==> src/rtl/fsm_state_monitor.sv <==
// fsm_state_monitor
// Passive checker that sits downstream of a small FSM and samples its state
// register on every qualified cycle. It flags illegal encodings, detects a
// state that dwells too long ("stuck"), counts transitions, and reports
// illegal/stuck events through a one-entry valid/ready report register.
//
// Optional feature: define FSM_MON_COVER_EN to build the per-state coverage
// registers (visited / all_visited). Without it both outputs are tied to 0.
//
// Ports
//   clk, rst_n     clock (rising edge) and asynchronous active-low reset
//   clr            synchronous clear of all state and flags (beats everything)
//   state_valid    qualifies state_in this cycle
//   state_in       monitored FSM state
//   illegal_state  one-cycle pulse: last valid sample was illegal
//   illegal_seen   sticky: any illegal sample since reset/clr
//   stuck          level: dwell count has reached STUCK_LIMIT
//   trans_cnt      saturating count of state changes
//   visited        bit i set once legal state i was sampled (coverage build)
//   all_visited    every legal state has been visited (coverage build)
//   rpt_valid/rpt_ready/rpt_code/rpt_state  report register handshake
//   rpt_ovf        sticky: an event was lost
module fsm_state_monitor #(
  parameter int STATE_W     = 2,
  parameter int NUM_STATES  = 3,
  parameter int STUCK_LIMIT = 8,
  parameter int CNT_W       = 8
) (
  input  logic                  clk,
  input  logic                  rst_n,
  input  logic                  clr,
  input  logic                  state_valid,
  input  logic [STATE_W-1:0]    state_in,
  output logic                  illegal_state,
  output logic                  illegal_seen,
  output logic                  stuck,
  output logic [CNT_W-1:0]      trans_cnt,
  output logic [2**STATE_W-1:0] visited,
  output logic                  all_visited,
  output logic                  rpt_valid,
  input  logic                  rpt_ready,
  output logic [1:0]            rpt_code,
  output logic [STATE_W-1:0]    rpt_state,
  output logic                  rpt_ovf
);

  localparam int DWELL_W = $clog2(STUCK_LIMIT + 1);
  localparam logic [DWELL_W-1:0] LIMIT = DWELL_W'(STUCK_LIMIT);
  // One extra bit so NUM_STATES == 2**STATE_W stays representable.
  localparam logic [STATE_W:0] NUM_ST = (STATE_W + 1)'(NUM_STATES);

  localparam logic [1:0] CODE_ILLEGAL = 2'b01;
  localparam logic [1:0] CODE_STUCK   = 2'b10;

  typedef enum logic {IDLE, TRACK} mon_state_e;

  mon_state_e          mon_state_q, mon_state_d;
  logic [STATE_W-1:0]  prev_q, prev_d;
  logic [DWELL_W-1:0]  dwell_q, dwell_d;
  logic [CNT_W-1:0]    trans_cnt_q, trans_cnt_d;
  logic                stuck_q, stuck_d;
  logic                illegal_q, illegal_d;
  logic                seen_q, seen_d;
  logic                rpt_valid_q, rpt_valid_d;
  logic [1:0]          rpt_code_q, rpt_code_d;
  logic [STATE_W-1:0]  rpt_state_q, rpt_state_d;
  logic                rpt_ovf_q, rpt_ovf_d;

  logic sample_illegal;
  logic ev_illegal;
  logic ev_stuck;

  assign sample_illegal = ({1'b0, state_in} >= NUM_ST);

  always_comb begin
    mon_state_d = mon_state_q;
    prev_d      = prev_q;
    dwell_d     = dwell_q;
    trans_cnt_d = trans_cnt_q;
    stuck_d     = stuck_q;
    illegal_d   = 1'b0;
    seen_d      = seen_q;
    rpt_valid_d = rpt_valid_q;
    rpt_code_d  = rpt_code_q;
    rpt_state_d = rpt_state_q;
    rpt_ovf_d   = rpt_ovf_q;
    ev_illegal  = 1'b0;
    ev_stuck    = 1'b0;

    if (state_valid) begin
      mon_state_d = TRACK;
      prev_d      = state_in;
      if (mon_state_q == IDLE) begin
        // First sample only establishes the reference state.
        dwell_d = DWELL_W'(1);
      end else if (state_in != prev_q) begin
        dwell_d = DWELL_W'(1);
        if (trans_cnt_q != '1) trans_cnt_d = trans_cnt_q + 1'b1;
      end else if (dwell_q != LIMIT) begin
        dwell_d = dwell_q + 1'b1;
      end
      stuck_d    = (dwell_d >= LIMIT);
      ev_stuck   = stuck_d && !stuck_q;
      ev_illegal = sample_illegal;
      illegal_d  = sample_illegal;
      if (sample_illegal) seen_d = 1'b1;
    end

    // Report register: a held report is only replaced when it is being
    // accepted in the same cycle; otherwise the new event is lost.
    if (ev_illegal && ev_stuck) rpt_ovf_d = 1'b1;
    if (ev_illegal || ev_stuck) begin
      if (!rpt_valid_q || rpt_ready) begin
        rpt_valid_d = 1'b1;
        rpt_code_d  = ev_illegal ? CODE_ILLEGAL : CODE_STUCK;
        rpt_state_d = state_in;
      end else begin
        rpt_ovf_d = 1'b1;
      end
    end else if (rpt_valid_q && rpt_ready) begin
      rpt_valid_d = 1'b0;
      rpt_code_d  = 2'b00;
      rpt_state_d = '0;
    end

    if (clr) begin
      mon_state_d = IDLE;
      prev_d      = '0;
      dwell_d     = '0;
      trans_cnt_d = '0;
      stuck_d     = 1'b0;
      illegal_d   = 1'b0;
      seen_d      = 1'b0;
      rpt_valid_d = 1'b0;
      rpt_code_d  = 2'b00;
      rpt_state_d = '0;
      rpt_ovf_d   = 1'b0;
    end
  end

  always_ff @(posedge clk or negedge rst_n) begin
    if (!rst_n) begin
      mon_state_q <= IDLE;
      prev_q      <= '0;
      dwell_q     <= '0;
      trans_cnt_q <= '0;
      stuck_q     <= 1'b0;
      illegal_q   <= 1'b0;
      seen_q      <= 1'b0;
      rpt_valid_q <= 1'b0;
      rpt_code_q  <= 2'b00;
      rpt_state_q <= '0;
      rpt_ovf_q   <= 1'b0;
    end else begin
      mon_state_q <= mon_state_d;
      prev_q      <= prev_d;
      dwell_q     <= dwell_d;
      trans_cnt_q <= trans_cnt_d;
      stuck_q     <= stuck_d;
      illegal_q   <= illegal_d;
      seen_q      <= seen_d;
      rpt_valid_q <= rpt_valid_d;
      rpt_code_q  <= rpt_code_d;
      rpt_state_q <= rpt_state_d;
      rpt_ovf_q   <= rpt_ovf_d;
    end
  end

  assign illegal_state = illegal_q;
  assign illegal_seen  = seen_q;
  assign stuck         = stuck_q;
  assign trans_cnt     = trans_cnt_q;
  assign rpt_valid     = rpt_valid_q;
  assign rpt_code      = rpt_code_q;
  assign rpt_state     = rpt_state_q;
  assign rpt_ovf       = rpt_ovf_q;

`ifdef FSM_MON_COVER_EN
  logic [2**STATE_W-1:0] visited_q, visited_d;

  always_comb begin
    visited_d = visited_q;
    if (state_valid && !sample_illegal) visited_d[state_in] = 1'b1;
    if (clr) visited_d = '0;
  end

  always_ff @(posedge clk or negedge rst_n) begin
    if (!rst_n) visited_q <= '0;
    else        visited_q <= visited_d;
  end

  assign visited     = visited_q;
  assign all_visited = &visited_q[NUM_STATES-1:0];
`else
  assign visited     = '0;
  assign all_visited = 1'b0;
`endif

endmodule

==> config.mk <==
export PLATFORM = sky130hd
export DESIGN_NAME = fsm_state_monitor
export DESIGN_NICKNAME = d
export VERILOG_FILES = /design/src/rtl/fsm_state_monitor.sv
export SDC_FILE = /design/constraint.sdc
export NUM_CORES = 1
export LEC_CHECK = 0
export ABC_CLOCK_PERIOD_IN_PS = 2150
export CAP_MARGIN = 20
export CORE_ASPECT_RATIO = 1.4
export CORE_MARGIN = 8
export CORE_UTILIZATION = 25
export DETAILED_ROUTE_END_ITERATION = 10
export SLEW_MARGIN = 20
export SYNTH_ARGS = -nofsm -noshare
export SYNTH_HDL_FRONTEND = slang
export SYNTH_SLANG_ARGS = --single-unit
==> constraint.sdc <==
create_clock -name clk -period 2.15 [get_ports clk]
set_clock_uncertainty 0.2 [all_clocks]
set_input_delay 0.5375 -clock clk [delete_from_list [all_inputs] [get_ports clk]]
set_output_delay 0.5375 -clock clk [all_outputs]
set_load 0.02 [all_outputs]
After elaboration in Yosys (flattened, before gate mapping)
Cells that the tools add are included.

cells by class
  add/subtract/negate cells = 2
  order comparisons = 2
  equal/unequal tests = 4
  multiplexer cells = 39
  reduce and logical (&&, ||, !) cells = 16

operators with widths
  cell                                            count
  2-to-1 mux 8 bit                                5
  2-to-1 mux 4 bit                                6
  2-to-1 mux 2 bit                                10
  2-to-1 mux 1 bit                                18
  nonzero test 2 bit                              5
  adder 8 x 1 -> 8 bit (second input constant)    1
  != test 8 bit (second input constant)           1
  adder 4 x 1 -> 4 bit (second input constant)    1
  >= comparator 4 bit (second input constant)     1
  != test 4 bit (second input constant)           1
  AND reduction 2 bit                             2
  AND reduction 4 bit                             1
  logical AND 1 bit                               3
  != test 3 x 2 -> 1 bit (second input constant)  1
  nonzero test 3 bit                              1
  >= comparator 2 bit (second input constant)     1
  logical NOT 1 bit                               2
  logical OR 1 bit                                2
  != test 2 bit                                   1

storage, ports and cells
  flip-flop bits (word level) = 24
  input port bits = 7
  output and inout port bits = 22
  word-level logic and storage cells = 74

Longest topological paths before layout
  depth after elaboration = 13
  gate-level depth with buffers = 7
  mapped depth without buffers = 7

Least setup slack after synthesis
Ideal clock, no wire load.

  path kind = in2reg
  start = input state_in[1]
  end = register rpt_ovf_q, in the netlist rpt_ovf
  arrival = 1943 ps
  required time = 1876 ps
  setup slack = -67 ps
  stages = 6
  buffers on the path = 1
  cells stage by stage = xor2_1 > or3_1 > or3_1 > buf_2 > maj3_2 > a21oi_2

between the ends
  longest elaborated chain between the ends = 12
  elaborated cells on any way between the ends = 15

ends and longest elaborated chain
  element                 line  RTL
  start: declaration      33    input logic [STATE_W-1:0] state_in,
  != test 2 bit           96    end else if (state_in != prev_q) begin
  2-to-1 mux 4 bit        96
  2-to-1 mux 4 bit        93    if (mon_state_q == IDLE) begin
  2-to-1 mux 4 bit        90    if (state_valid) begin
  >= comparator 4 bit     102   stuck_d = (dwell_d >= LIMIT);
  logical AND 1 bit       103   ev_stuck = stuck_d && !stuck_q;
  2-to-1 mux 1 bit        90
  logical AND 1 bit       111   if (ev_illegal && ev_stuck) rpt_ovf_d = 1'b1;
  2-to-1 mux 1 bit        111
  2-to-1 mux 1 bit        113   if (!rpt_valid_q || rpt_ready) begin
  2-to-1 mux 1 bit (*)    112   if (ev_illegal || ev_stuck) begin
  2-to-1 mux 1 bit (*)    126   if (clr) begin
  named net rpt_ovf_d     67    logic rpt_ovf_q, rpt_ovf_d;
  end signal: assignment  165   rpt_ovf_q <= rpt_ovf_d;
  end: declaration        67

The timed path passes the listed nets; every way through them passes the cells marked *. The select of a mux whose other input is x is not followed.
A chain may end at the register's enable or synchronous reset.

Worst setup path after layout
  start = input state_in[0]
  end = register rpt_ovf_q, in the netlist rpt_ovf

The elaborated chain is that of the path after synthesis.

==> flow_results.xml <==
<?xml version="1.0" encoding="UTF-8"?>
<metrics>
  <group name="sta">
    <metric name="rsz_0062_raised_after_global_routing" unit="">false</metric>
    <metric name="final_period_minus_worst_setup_slack" unit="ns">2.08</metric>
    <metric name="postLayoutSetupSlackWorst" unit="ns">0.0654</metric>
    <metric name="setup_violations" unit="">0</metric>
    <metric name="drv_slew" unit="">0</metric>
    <metric name="hold_viol_final" unit="">0</metric>
    <metric name="fmaxAchievable" unit="MHz">480</metric>
    <metric name="final.period_utilization" unit="%">97.0</metric>
  </group>
  <group name="floorplan">
    <metric name="io-pin-count" unit="">29</metric>
    <metric name="floorplan.die.height" unit="µm">99.9</metric>
    <metric name="design.die.area" unit="µm²">7590</metric>
    <metric name="initial_standard_cell_utilization_of_the_core" unit="%">26.0</metric>
    <metric name="area_of_the_core" unit="µm²">4840</metric>
    <metric name="chipWidth" unit="µm">75.9</metric>
    <metric name="num_rows" unit="">30</metric>
  </group>
  <group name="power">
    <metric name="pwr_density_cell" unit="nW/µm²">520</metric>
    <metric name="power.leakage" unit="nW">0.752</metric>
    <metric name="maximum_vdd_ir_drop" unit="µV">292</metric>
  </group>
  <group name="global_routing">
    <metric name="grt_pass1_vias" unit="">1018</metric>
    <metric name="antenna_violations_before_repair" unit="">0</metric>
    <metric name="global_route.usage.total" unit="%">7.79</metric>
    <metric name="grt_max_degree" unit="">28</metric>
    <metric name="grt-ovfl-total" unit="">0</metric>
    <metric name="grt_pass1_wl" unit="µm">4860</metric>
  </group>
  <group name="synth">
    <metric name="synth_largest_type_area_fraction" unit="%">47.8</metric>
    <metric name="seq_area_frac_synth" unit="%">47.8</metric>
    <metric name="synth_seq_cells" unit="">24</metric>
    <metric name="syn_area" unit="µm²">1260</metric>
    <metric name="synth-main-ff-cell" unit="">sky130_fd_sc_hd__dfrtp_1</metric>
    <metric name="async_reset_ff_share" unit="%">100</metric>
    <metric name="synth_enable_flop_cells" unit="">0</metric>
    <metric name="syn-instance-count" unit="">130</metric>
    <metric name="synth_top_area_cell" unit="">sky130_fd_sc_hd__dfrtp_1</metric>
    <metric name="netlist_top_cells_count" unit="">sky130_fd_sc_hd__dfrtp_1 (24), sky130_fd_sc_hd__nor2_1 (17), sky130_fd_sc_hd__nand2_1 (7), sky130_fd_sc_hd__xor2_1 (7), sky130_fd_sc_hd__nand3_1 (6)</metric>
    <metric name="post_synth_num_cell_types" unit="">37</metric>
    <metric name="syn_area_per_cell" unit="µm²">9.67</metric>
    <metric name="synthesis.yosys.warnings" unit="">0</metric>
    <metric name="most_frequent_cell_after_synthesis" unit="">sky130_fd_sc_hd__dfrtp_1</metric>
    <metric name="synth_area_leaders" unit="">sky130_fd_sc_hd__dfrtp_1 (48%), sky130_fd_sc_hd__nor2_1 (5.1%), sky130_fd_sc_hd__xor2_1 (4.9%)</metric>
  </group>
  <group name="final_layout">
    <metric name="area_growth" unit="%">37.9</metric>
    <metric name="post_route_cells_drive_above_1_share" unit="%">17.4</metric>
    <metric name="num-nets-final" unit="">178</metric>
    <metric name="layout.filler_cells" unit="">492</metric>
    <metric name="fin_cells" unit="">231</metric>
    <metric name="insertedDiodeCount" unit="">0</metric>
  </group>
  <group name="clock_tree">
    <metric name="tritoncts.num_buffers" unit="">3</metric>
    <metric name="tritoncts" unit="">built</metric>
    <metric name="clock_sink_count" unit="">24</metric>
    <metric name="worstSkewPairLatency" unit="ns">0.26</metric>
    <metric name="clockBufferDepth" unit="">2</metric>
    <metric name="cts.clk_slew.worst_paths" unit="ns">0.08</metric>
    <metric name="cts_root_buf" unit="">sky130_fd_sc_hd__clkbuf_8</metric>
    <metric name="h-tree-depth" unit="">1</metric>
  </group>
  <group name="worst_setup_path">
    <metric name="timing.rr.end" unit="">rpt_ovf</metric>
    <metric name="crit_path_max_fanout" unit="">5</metric>
    <metric name="reg2reg_setup_slack" unit="ns">0.13</metric>
    <metric name="critPathCaptureType" unit="">flip-flop</metric>
    <metric name="critical_path_class" unit="">in -&gt; reg</metric>
    <metric name="r2r-start" unit="">prev_q[0]</metric>
    <metric name="cp_data_required_time" unit="ns">2.15</metric>
    <metric name="ff2ff_path_depth" unit="">5</metric>
    <metric name="setup.worst_path.start_class" unit="">input pin</metric>
    <metric name="cp_data_arrival_time" unit="ns">2.09</metric>
  </group>
  <group name="route">
    <metric name="dr_total_vias" unit="">1039</metric>
    <metric name="drt.antenna.violating_nets" unit="">0</metric>
    <metric name="drcViolationCount" unit="">0</metric>
    <metric name="drt-pass1-iter-count" unit="">4</metric>
    <metric name="wl" unit="µm">2820</metric>
    <metric name="routed_wire_per_std_cell" unit="µm">12.2</metric>
    <metric name="drt-initial-drc-count" unit="">36</metric>
    <metric name="ratio_of_routed_vias_to_standard_cells" unit="">4.50</metric>
  </group>
  <group name="worst_hold_path">
    <metric name="holdPathEnd" unit="">illegal_seen</metric>
    <metric name="hp-start" unit="">illegal_seen</metric>
    <metric name="whs_path_depth" unit="">2</metric>
    <metric name="min-delay-path-class" unit="">reg -&gt; reg</metric>
  </group>
  <group name="placed_design">
    <metric name="place.detailed.instances" unit="">224</metric>
    <metric name="place.port_buffers" unit="">23</metric>
    <metric name="place_worst_setup_slack" unit="ns">-0.515</metric>
    <metric name="dp_hpwl" unit="µm">2080</metric>
    <metric name="routabilityCongestion" unit="">0.799</metric>
  </group>
  <group name="run_status">
    <metric name="run_status" unit="">complete, no violations</metric>
  </group>
  <group name="run">
    <metric name="drv_cap" unit="">0</metric>
  </group>
</metrics>
stage by stage:
| stage | cell area, µm² | utilization, % | TNS [ns] | power (W) | hold slack (ns) |
|---|---|---|---|---|---|
| 3_5_place_dp | 1640 | 33.8 | -4.25 | 0.000606 | 0.295 |
| 4_1_cts | 1720 | 35.4 | 0 | 0.000920 | 0.315 |
| 3_3_place_gp | 1640 | 33.8 | -4.00 | 0.000604 | 0.284 |
| 2_1_floorplan | 1270 | - | -0.0428 | 0.000546 | 0.0419 |
| 6_report | 1730 | 35.8 | 0 | 0.000902 | 0.308 |
| 5_1_grt | 1730 | 35.8 | 0 | 0.000950 | 0.352 |
flip-flops by register name, summed over array words and instances (netlist names):
register / count
dwell_q: 4
illegal_seen: 1
illegal_state: 1
mon_state_q: 1
prev_q: 2
rpt_code: 2
rpt_ovf: 1
rpt_state: 2
rpt_valid: 1
stuck: 1
trans_cnt: 8
report_power, final:
group	internal (W)	switching, W
clock network	0.000163	0.000140
logic	0.0000575	0.0000686
registers	0.000462	0.0000101
total	0.000683	0.000219
cell type report:
| class | count | area [µm²] | share of cell area, % |
|---|---|---|---|
| Timing Repair Buffer | 39 | 362 | 20.9 |
| Multi-Input combinational cell | 96 | 622 | 35.9 |
| Clock buffer | 4 | 55.1 | 3.17 |
| Inverter | 4 | 15.0 | 0.866 |
| Tap cell | 64 | 80.1 | 4.62 |
| Sequential cell | 24 | 601 | 34.6 |
cells by family (layout without fill, tap and decap cells):
logic type                 after synthesis  in the layout  share of synthesized area, %
xor gates and xnor gates                 9              9                          6.27
AOI/OAI and AO/OA                       20             20                          10.7
adders and majority gates                4              4                          3.88
other                                    1              5                         0.298
muxes                                    4              4                          3.28
and+or+nand+nor                         54             54                          22.0
buffers and inverters                   14             47                          5.77
DFF                                     24             24                          47.8
timing repair:
item | CTS | global route
hold buffers | 0 | 0
setup endpoints to repair | 7 | 4
pin swaps | 5 | 1
buffers inserted | 3 | 0
resized for setup | 5 | 4
critical path: stages:
cell	delay, ns
sky130_fd_sc_hd__clkdlybuf4s15_1	0.20
sky130_fd_sc_hd__xor2_1	0.16
sky130_fd_sc_hd__or3_4	0.39
sky130_fd_sc_hd__or3_4	0.37
sky130_fd_sc_hd__maj3_2	0.32
sky130_fd_sc_hd__a21oi_2	0.11
worst max-delay path by stage:
| stage | from | end | slack, ns | cells past startpoint |
|---|---|---|---|---|
| CTS | state_in[1] | rpt_ovf | 0.0009 | 6 |
| detailed placement | state_in[0] | rpt_ovf | -0.52 | 6 |
| global route | state_in[0] | rpt_ovf | 0.02 | 6 |
| floorplan | state_in[0] | rpt_ovf | -0.04 | 6 |
| global placement | state_in[1] | rpt_ovf | -0.48 | 6 |
| finish | state_in[0] | rpt_ovf | 0.07 | 6 |
cell usage in the layout, fill, tap and decap left out, types with 3 or more instances in the layout:
master,Yosys,final
sky130_fd_sc_hd__nand2_1,7,7
sky130_fd_sc_hd__and3_1,4,4
sky130_fd_sc_hd__xor2_1,7,6
sky130_fd_sc_hd__clkdlybuf4s50_1,0,20
sky130_fd_sc_hd__nor2_1,17,17
sky130_fd_sc_hd__nand2b_1,4,4
sky130_fd_sc_hd__dfrtp_1,24,24
sky130_fd_sc_hd__conb_1,1,5
sky130_fd_sc_hd__inv_1,4,4
sky130_fd_sc_hd__ha_1,3,3
sky130_fd_sc_hd__nand3_1,6,6
sky130_fd_sc_hd__a31oi_1,3,3
sky130_fd_sc_hd__a21oi_1,5,5
sky130_fd_sc_hd__buf_4,5,15
sky130_fd_sc_hd__clkbuf_8,0,4
sky130_fd_sc_hd__mux2i_1,3,3
sky130_fd_sc_hd__nand4_1,5,5
metal layers:
metal | vias up | share of wire (%) | global-route usage [%]
li1 | 519 | - | -
met1 | 501 | 45 | 8.72
met2 | 17 | 49 | 12.8
met3 | 2 | 5.7 | 2.68
met4 | 0 | 1.1 | 4.09
met5 | - | 0 | 0
(Power assumes the default switching activity.)
